==> src/rtl/hdmi_pkg.sv <==
// Shared definitions for the HDMI mode switcher: link control symbol,
// switcher state encoding and the canonical mode indices.
package hdmi_pkg;

  // Control symbol with C1C0 = 00; DC-balanced filler while no mode is live.
  localparam logic [9:0] CTRL_SYM = 10'b1101010100;

  typedef enum logic [1:0] {
    STREAM  = 2'd0,
    BLANK   = 2'd1,
    RELEASE = 2'd2
  } switch_state_t;

  localparam int MODE_480P = 0;
  localparam int MODE_576P = 1;

  // Larger of two sizes, used to size the shared blank/release counter.
  function automatic int max_int(input int a, input int b);
    return (a > b) ? a : b;
  endfunction

endpackage

==> src/rtl/mode_debounce.sv <==
// Debounces the requested mode: a request is raised only after mode_sel has
// held one in-range value for STABLE_CYCLES samples and it differs from the
// mode currently routed.
module mode_debounce #(
  parameter int WIDTH         = 1,
  parameter int STABLE_CYCLES = 4,
  parameter int NUM_MODES     = 2
) (
  input  logic             clk_pixel,
  input  logic             reset_n,
  input  logic [WIDTH-1:0] mode_sel,
  input  logic [WIDTH-1:0] active_mode,
  output logic [WIDTH-1:0] cand,
  output logic             req
);

  localparam int CNT_W = (STABLE_CYCLES > 1) ? $clog2(STABLE_CYCLES) : 1;
  localparam logic [CNT_W-1:0] CNT_LAST = CNT_W'(STABLE_CYCLES - 1);

  logic [WIDTH-1:0] cand_q, cand_d;
  logic [CNT_W-1:0] cnt_q, cnt_d;

  // Reload the candidate on any change, otherwise count up and saturate.
  always_comb begin
    cand_d = cand_q;
    cnt_d  = cnt_q;
    if (mode_sel != cand_q) begin
      cand_d = mode_sel;
      cnt_d  = '0;
    end else if (cnt_q != CNT_LAST) begin
      cnt_d = cnt_q + CNT_W'(1);
    end else begin
      cnt_d = cnt_q;
    end
  end

  // Candidate and stability counter registers.
  always_ff @(posedge clk_pixel or negedge reset_n) begin
    if (!reset_n) begin
      cand_q <= '0;
      cnt_q  <= '0;
    end else begin
      cand_q <= cand_d;
      cnt_q  <= cnt_d;
    end
  end

  assign cand = cand_q;
  // Driven from registers only, so mode_sel never reaches the FSM combinationally.
  assign req  = (cnt_q == CNT_LAST)
             && ({1'b0, cand_q} < (WIDTH + 1)'(NUM_MODES))
             && (cand_q != active_mode);

endmodule

==> src/rtl/hdmi_mode_switcher.sv <==
// Glitch-free selector of one of NUM_MODES TMDS generators. A mode change
// blanks the link with control symbols, holds the target generator in reset,
// releases it and resumes streaming at the generator's frame origin.
import hdmi_pkg::*;

module hdmi_mode_switcher #(
  parameter int NUM_MODES       = 2,
  parameter int NUM_CHANNELS    = 3,
  parameter int CX_W            = 12,
  parameter int CY_W            = 11,
  parameter int STABLE_CYCLES   = 4,
  parameter int BLANK_CYCLES    = 1024,
  parameter int RELEASE_TIMEOUT = 1048576,
  localparam int MODE_W         = $clog2(NUM_MODES)
) (
  input  logic                                      clk_pixel,
  input  logic                                      reset_n,
  input  logic [MODE_W-1:0]                         mode_sel,
  input  logic [NUM_MODES-1:0][NUM_CHANNELS-1:0][9:0] tmds_in,
  input  logic [NUM_MODES-1:0][CX_W-1:0]            cx_in,
  input  logic [NUM_MODES-1:0][CY_W-1:0]            cy_in,
  output logic [NUM_CHANNELS-1:0][9:0]              tmds_out,
  output logic [CX_W-1:0]                           cx,
  output logic [CY_W-1:0]                           cy,
  output logic [MODE_W-1:0]                         active_mode,
  output logic [NUM_MODES-1:0]                      gen_reset,
  output logic                                      switching
);

  localparam int CNT_W = $clog2(max_int(BLANK_CYCLES, RELEASE_TIMEOUT));
  localparam logic [CNT_W-1:0] BLANK_LAST = CNT_W'(BLANK_CYCLES - 1);
  localparam logic [CNT_W-1:0] REL_LAST   = CNT_W'(RELEASE_TIMEOUT - 1);

  switch_state_t                  state_q, state_d;
  logic [CNT_W-1:0]               cnt_q, cnt_d;
  logic [MODE_W-1:0]              active_q, active_d;
  logic [NUM_CHANNELS-1:0][9:0]   tmds_q, tmds_d;
  logic [NUM_MODES-1:0]           gen_reset_q, gen_reset_d;
  logic                           switching_q, switching_d;
  logic [MODE_W-1:0]              cand;
  logic                           req;
  logic                           at_origin;

  mode_debounce #(
    .WIDTH         (MODE_W),
    .STABLE_CYCLES (STABLE_CYCLES),
    .NUM_MODES     (NUM_MODES)
  ) u_debounce (
    .clk_pixel   (clk_pixel),
    .reset_n     (reset_n),
    .mode_sel    (mode_sel),
    .active_mode (active_q),
    .cand        (cand),
    .req         (req)
  );

  assign at_origin = (cx_in[active_q] == '0) && (cy_in[active_q] == '0);

  // State, shared counter and routed-mode registers.
  always_ff @(posedge clk_pixel or negedge reset_n) begin
    if (!reset_n) begin
      state_q  <= BLANK;
      cnt_q    <= '0;
      active_q <= MODE_W'(MODE_480P);
    end else begin
      state_q  <= state_d;
      cnt_q    <= cnt_d;
      active_q <= active_d;
    end
  end

  // Next state: a new request always wins, then origin match, then timeout.
  always_comb begin
    state_d  = state_q;
    cnt_d    = cnt_q;
    active_d = active_q;
    case (state_q)
      STREAM: begin
        if (req) begin
          active_d = cand;
          cnt_d    = '0;
          state_d  = BLANK;
        end else begin
          state_d = STREAM;
        end
      end
      BLANK: begin
        if (req) begin
          active_d = cand;
          cnt_d    = '0;
        end else if (cnt_q == BLANK_LAST) begin
          cnt_d   = '0;
          state_d = RELEASE;
        end else begin
          cnt_d = cnt_q + CNT_W'(1);
        end
      end
      RELEASE: begin
        if (req) begin
          active_d = cand;
          cnt_d    = '0;
          state_d  = BLANK;
        end else if (at_origin) begin
          cnt_d   = '0;
          state_d = STREAM;
        end else if (cnt_q == REL_LAST) begin
          cnt_d   = '0;
          state_d = BLANK;
        end else begin
          cnt_d = cnt_q + CNT_W'(1);
        end
      end
      default: begin
        cnt_d   = '0;
        state_d = BLANK;
      end
    endcase
  end

  // Output decode; generator resets track the upcoming state so they line up with it.
  always_comb begin
    gen_reset_d = '1;
    for (int m = 0; m < NUM_MODES; m++) begin
      if ((state_d != BLANK) && (active_d == MODE_W'(m))) begin
        gen_reset_d[m] = 1'b0;
      end else begin
        gen_reset_d[m] = 1'b1;
      end
    end
    switching_d = (state_d != STREAM);
    // The origin symbol itself still goes out as control; data follows one edge later.
    if (state_q == STREAM) begin
      tmds_d = tmds_in[active_q];
    end else begin
      tmds_d = {NUM_CHANNELS{CTRL_SYM}};
    end
  end

  // Output registers.
  always_ff @(posedge clk_pixel or negedge reset_n) begin
    if (!reset_n) begin
      tmds_q      <= {NUM_CHANNELS{CTRL_SYM}};
      gen_reset_q <= '1;
      switching_q <= 1'b1;
    end else begin
      tmds_q      <= tmds_d;
      gen_reset_q <= gen_reset_d;
      switching_q <= switching_d;
    end
  end

  assign tmds_out    = tmds_q;
  assign gen_reset   = gen_reset_q;
  assign switching   = switching_q;
  assign active_mode = active_q;
  assign cx          = cx_in[active_q];
  assign cy          = cy_in[active_q];

endmodule
==> config.mk <==
export PLATFORM = sky130hd
export DESIGN_NAME = hdmi_mode_switcher
export DESIGN_NICKNAME = d
export VERILOG_FILES = /design/src/rtl/hdmi_pkg.sv /design/src/rtl/mode_debounce.sv /design/src/rtl/hdmi_mode_switcher.sv
export SDC_FILE = /design/constraint.sdc
export NUM_CORES = 1
export LEC_CHECK = 0
export ABC_AREA = 0
export CORE_UTILIZATION = 41
export DETAILED_ROUTE_END_ITERATION = 8
export PLACE_DENSITY = 0.78
export SYNTH_ARGS = -nofsm -noshare
export SYNTH_HDL_FRONTEND = slang
export SYNTH_HIERARCHICAL = 1
export SYNTH_SLANG_ARGS = --single-unit
==> constraint.sdc <==
create_clock -name clk_pixel -period 2.9 [get_ports clk_pixel]
set_input_delay 0.58 -clock clk_pixel [delete_from_list [all_inputs] [get_ports clk_pixel]]
set_output_delay 0.58 -clock clk_pixel [all_outputs]
set_load 0.005 [all_outputs]
; Word level (Yosys, flattened, before mapping)
; Index checks and enable logic that the tools add are counted.
[classes]
addsub = 2
n_lt_le_gt_ge = 1
eq_ne = 10
mux = 27
bitwise = 1
n_reduce_logical = 10
[op_table]
columns = operator, count
row1 = 20-bit 2-to-1 mux, 6
row2 = 30-bit 2-to-1 mux, 3
row3 = 20-bit one-hot mux with 3 select lines, 1
row4 = 12-bit 2-to-1 mux, 2
row5 = 11-bit 2-to-1 mux, 2
row6 = "20-bit by 1-bit adder with 20-bit output, second input constant", 1
row7 = "20-bit by 10-bit equality test with 1-bit output, second input constant", 1
row8 = "20-bit equality test, second input constant", 1
row9 = 2-bit 2-to-1 mux, 7
row10 = 12-bit logical NOT, 1
row11 = 11-bit logical NOT, 1
row12 = 2-bit one-hot mux with 3 select lines, 1
row13 = 1-bit 2-to-1 mux, 5
row14 = "2-bit equality test, second input constant", 2
row15 = 1-bit logical AND, 4
row16 = "2-bit != test, second input constant", 2
row17 = 2-bit nonzero test, 2
row18 = 3-bit OR reduction, 1
row19 = "2-bit by 1-bit adder with 2-bit output, second input constant", 1
row20 = "2-bit by 1-bit equality test with 1-bit output, second input constant", 1
row21 = 2-bit logical NOT, 1
row22 = "1-bit by 2-bit less-than comparator with 1-bit output, second input constant", 1
row23 = 1-bit != test, 2
row24 = "2-bit by 1-bit != test with 1-bit output, second input constant", 1
row25 = 1-bit inverter, 1
[word_totals]
register_bits = 59
input_bits = 109
output_inout_bits = 57
elab_cells = 61

; Logic depth before layout (Yosys ltp)
[logic_depth]
depth_word = 10
ltp_mapped = 8

; By module
; The synthesis kept the hierarchy.
[by_module_without_submodules]
columns = mod, instances, cells_each, area_each_um2
row1 = hdmi_mode_switcher, 1, 331, 3289.4
row2 = mode_debounce, 1, 12, 141.4

; Worst setup path before layout
; No wires, ideal clock.
[synth_timing]
kind = input to register
startpoint = in cx_in[1] (netlist name)
endpoint = reg, netlist name cnt_q[18]
setup_time_ns = 0.126
arrival_time_ns = 2.066
slack_ns = 0.708
path_stages = 6
n_path_buf = 0
path_cell_list = or4_1 o22a_1 a21oi_2 o211ai_2 and3_1 a221o_1
[synth_rtl]
columns = item, line
row1 = from (decl), hdmi_mode_switcher.sv:20  ; input logic [NUM_MODES-1:0][CX_W-1:0] cx_in,

; Final worst setup path
[layout_timing]
startpoint = reg active_q (netlist: active_mode)
endpoint = out cy[1]
[layout_between]
elab_chain_cells = 2
[layout_lines]
columns = item, line
row1 = from (decl), hdmi_mode_switcher.sv:36  ; logic [MODE_W-1:0] active_q, active_d;
row2 = from (signal assigned), hdmi_mode_switcher.sv:64  ; active_q <= MODE_W'(MODE_480P);
row3 = from (signal assigned), hdmi_mode_switcher.sv:68  ; active_q <= active_d;
row4 = 11-bit 2-to-1 mux (not written as such) (2 in series), hdmi_mode_switcher.sv:157  ; assign cy = cy_in[active_q];
row5 = to (decl), hdmi_mode_switcher.sv:24  ; output logic [CY_W-1:0] cy,
; Every way passes these cells. The select of a mux whose other input is x is not followed.

==> impl_metrics.py <==
metrics = {
    "critical_path": {
        "worstPathRequired_ps": 2320,
        "critPathMaxStageDelay_ps": 720,
        "critPathKind": "flop to output pin",
        "start_kind": "flop",
        "worst-endpoint-arrival_ps": 2130,
        "reg2reg_setup_slack_ps": 340,
        "end_kind": "output pin",
        "critical-path-top-delay-family": "buffers and inverters",
        "timing_startpoint_of_the_critical_path": "active_mode",
        "critPathSlowestCell": "sky130_fd_sc_hd__dfrtp_2",
        "worst_r2r_startpoint": "active_mode",
        "series_of_cell_instances_along_the_critical_path": "buf_4 > mux2_2 > clkdlybuf4s50_1",
        "reg2regPathDepth": 7,
        "worstReg2RegEnd": "cnt_q[2]",
        "critical_path_depth": 3,
        "timing.critical_path.buf_inv": 2,
        "path_max_fanout": 26,
        "setup.worst_path.end": "cy[1]",
    },
    "route": {
        "via_count": 3355,
        "drcViolationCount": 0,
        "wire_per_inst_um": 16.9,
        "drtIter0Drc": 176,
        "drt.antenna.violating_nets": 0,
        "dr.pass1.iters": 4,
        "totalWireLength_um": 10500,
        "routed_via_density": 5.42,
    },
    "synthesis": {
        "ys_ff_latch": 59,
        "synth_seq_area_share_pct": 43.7,
        "leading_post_synthesis_cells_by_cell_area": "sky130_fd_sc_hd__dfrtp_1, sky130_fd_sc_hd__dfstp_2, sky130_fd_sc_hd__mux2i_1",
        "synth_xor_xnor_area_share_pct": 1.28,
        "synth.mux.area_fraction_pct": 16.9,
        "yosys_warnings": 6,
        "syn_nets": 458,
        "yosys.area_share.simple_pct": 20.5,
        "mappedNetlistArea_sq_um": 3430,
        "synth_top_area_share_pct": 29.2,
        "postSynthAreaPerCell_sq_um": 10.0,
        "synth_largest_area_cell": "sky130_fd_sc_hd__dfrtp_1",
        "synth_edf_count": 0,
        "postSynth.topFlopCell": "sky130_fd_sc_hd__dfrtp_1",
        "synth_cells": 343,
        "postSynth.asyncResetShare_pct": 100,
        "combinational_family_with_the_most_area_after_synthesis": "simple AND/OR/NAND/NOR gates",
        "ys_types": 53,
        "synth-compound-area-share_pct": 12.5,
        "synth_adder_area_share_pct": 2.19,
    },
    "timing": {
        "finalCritPeriodShare_pct": 93.6,
        "timing_hold_violations_final": 0,
        "finalWorstPathRequiredPeriod_ps": 2710,
        "fmaxAchievable_mhz": 369,
        "slew_violations": 0,
        "slew_headroom_pct": 63.7,
        "setup-violations-final": 0,
        "totalNegativeSetupSlack_ps": 0,
        "max_slew.worst_pin.slew_ps": 545,
        "grt_setup_unrepaired": "false",
        "timing.hold.ws_ps": 194,
        "skew_ps": 4.65,
    },
    "pwr": {
        "total_switching_power_mw": 1.01,
        "switching_share_pct": 29.9,
        "power.total_mw": 3.36,
        "p_int_mw": 2.35,
        "pwr_density_cell_nw_per_um2": 620,
        "vdd_ir_drop_max_uv": 291,
        "pwr-share-comb_pct": 41.8,
        "clockPowerShare_pct": 21.7,
        "total_leakage_power_nw": 2.18,
        "power.share.sequential_pct": 36.5,
    },
    "place": {
        "gp_congestion": 0.818,
        "quantity_of_i_o_buffers_inserted_on_ports": 165,
        "detailed_place_hpwl_um": 8120,
    },
    "clock_network": {
        "cts_post_setup_buffers_inserted": 0,
        "h_tree_depth": 3,
        "cts_hold_buffers": 0,
        "clock_insertion_delay_worst_skew_ps": 330,
        "cts_tree": "yes",
        "cts.root.buffer_cell": "sky130_fd_sc_hd__clkbuf_8",
        "numCtsBuffers": 9,
        "cts_max_path_buffers": 2,
        "cts_repair_resized_insts": 0,
        "tritoncts_num_sinks": 59,
        "path_clk_slew_ps": 60,
    },
    "grt": {
        "antenna_found_initial": 0,
        "grt_overflow": 0,
        "global_route.usage.total_pct": 24.1,
        "grt_first_pass_wirelength_um": 15800,
        "grt_start_max_net_pins": 42,
        "first_global_vias": 3117,
    },
    "floorplan": {
        "placeableCoreArea_sq_um": 7930,
        "die_w_um": 93.5,
        "num_rows": 32,
        "dieArea_sq_um": 8740,
        "num_io_pins": 166,
        "die_boundary_height_um": 93.5,
        "effective_utilization_at_floorplan_pct": 43.3,
    },
    "final_layout": {
        "diodes_inserted": 0,
        "final_layout_size_suffix_gt1_share_pct": 14.9,
        "final_net_count": 628,
        "syn_to_final_growth_pct": 58.0,
        "fillCellCount": 614,
    },
    "hold_path": {
        "hold_path_class": "input pin to async pin",
    },
    "outcome": {
        "status": "complete, no violations",
    },
    "run": {
        "cap_viol_max_count": 0,
    },
}
[layout make-up]
cell class	instances	area [sq um]	area share [%]
Clock buffer	10	138	2.54
Clock inverter	5	53.8	0.993
Inverter	7	26.3	0.485
Multi-Input combinational cell	260	1830	33.8
Sequential cell	59	1500	27.7
Tap cell	102	128	2.36
Timing Repair Buffer	176	1740	32.1
[Yosys cell counts, types with 7 or more instances]
master	count
sky130_fd_sc_hd__nand4_1	7
sky130_fd_sc_hd__mux2i_1	31
sky130_fd_sc_hd__nor2b_1	17
sky130_fd_sc_hd__and2_1	9
sky130_fd_sc_hd__dfstp_2	19
sky130_fd_sc_hd__dfrtp_1	40
sky130_fd_sc_hd__o211ai_1	12
sky130_fd_sc_hd__clkbuf_1	12
sky130_fd_sc_hd__nor2_1	14
sky130_fd_sc_hd__nand2_1	47
sky130_fd_sc_hd__nor4_1	10
sky130_fd_sc_hd__nand3_1	11
sky130_fd_sc_hd__inv_1	7
sky130_fd_sc_hd__mux2_2	24
[state kept, by name, indices dropped and copies added, names as in the netlist]
name,count
tmds_out,30
cnt_q,20
gen_reset,2
state_q,2
u_debounce/cnt_q,2
active_mode,1
switching,1
u_debounce/cand,1
[metal layers]
layer	part of all wire, %	vias to the layer above	global-route usage [%]
met4	1.8	0	8.59
met1	38	1624	27.1
met5	0	-	0
met2	52	126	43.2
met3	8.4	11	7.07
li1	-	1594	-
[placed cells by master, fill, tap and decap left out, types with 2 or more instances in the layout]
cell                              netlist  layout
sky130_fd_sc_hd__nor3_1                 5       5
sky130_fd_sc_hd__nand2_1               47      47
sky130_fd_sc_hd__dfrtp_1               40      39
sky130_fd_sc_hd__nand4_1                7       7
sky130_fd_sc_hd__o21bai_1               2       2
sky130_fd_sc_hd__nor2_1                14      14
sky130_fd_sc_hd__nand2b_1               3       3
sky130_fd_sc_hd__xor2_1                 5       5
sky130_fd_sc_hd__inv_1                  7       7
sky130_fd_sc_hd__dfstp_2               19      19
sky130_fd_sc_hd__mux2_2                24      24
sky130_fd_sc_hd__o211ai_1              12      12
sky130_fd_sc_hd__mux2i_1               31      31
sky130_fd_sc_hd__clkbuf_8               0      10
sky130_fd_sc_hd__nor2b_1               17      17
sky130_fd_sc_hd__o21ai_0                4       4
sky130_fd_sc_hd__nand3_1               11      11
sky130_fd_sc_hd__and2_1                 9       9
sky130_fd_sc_hd__o21ai_1                5       5
sky130_fd_sc_hd__a31oi_1                5       5
sky130_fd_sc_hd__clkdlybuf4s50_1        0     164
sky130_fd_sc_hd__o2111ai_1              3       3
sky130_fd_sc_hd__o221ai_1               4       4
sky130_fd_sc_hd__or3_1                  5       5
sky130_fd_sc_hd__ha_1                   6       6
sky130_fd_sc_hd__buf_4                  2      10
sky130_fd_sc_hd__clkinv_2               0       3
sky130_fd_sc_hd__and3_1                 2       2
sky130_fd_sc_hd__nor4_1                10      10
sky130_fd_sc_hd__a21boi_0               3       3
sky130_fd_sc_hd__o31ai_1                4       4
[cell families (layout without fill, tap and decap cells)]
family                     after synthesis  count (layout)
AOI/OAI and AO/OA                       56              56
and+or+nand+nor                        138             138
DFF                                     59              59
buffers and inverters                   24             198
muxes                                   55              55
adders and majority gates                6               6
xor gates and xnor gates                 5               5
[through the flow]
step	utilization [%]	area, sq um	instances	worst slack [ps]
after floorplan	-	3430	343	708
after global placement	65.9	5230	604	103
after CTS	68.4	5420	619	168
after global routing	68.4	5420	619	111
after detailed placement	65.9	5230	604	29.9
final	68.4	5420	619	186
[power groups by stage]
stage	logic [mW]	registers, mW	clock network (mW)
floorplan	0.657	1.19	0
finish	1.40	1.22	0.730
global placement	1.39	1.22	0
global route	1.51	1.25	0.786
detailed placement	1.41	1.24	0
CTS	1.42	1.22	0.749
[how the worst min path moves through the flow]
stage,from,endpoint,slack [ps],cells past startpoint
4_1_cts,reset_n,cnt_q[4],200,1
2_1_floorplan,reset_n,active_mode,280,0
3_5_place_dp,cnt_q[0],cnt_q[0],530,1
5_1_grt,reset_n,cnt_q[6],220,1
3_3_place_gp,u_debounce/cnt_q[1],u_debounce/cnt_q[1],510,2
6_report,reset_n,cnt_q[4],190,1
(Power assumes the default switching activity.)
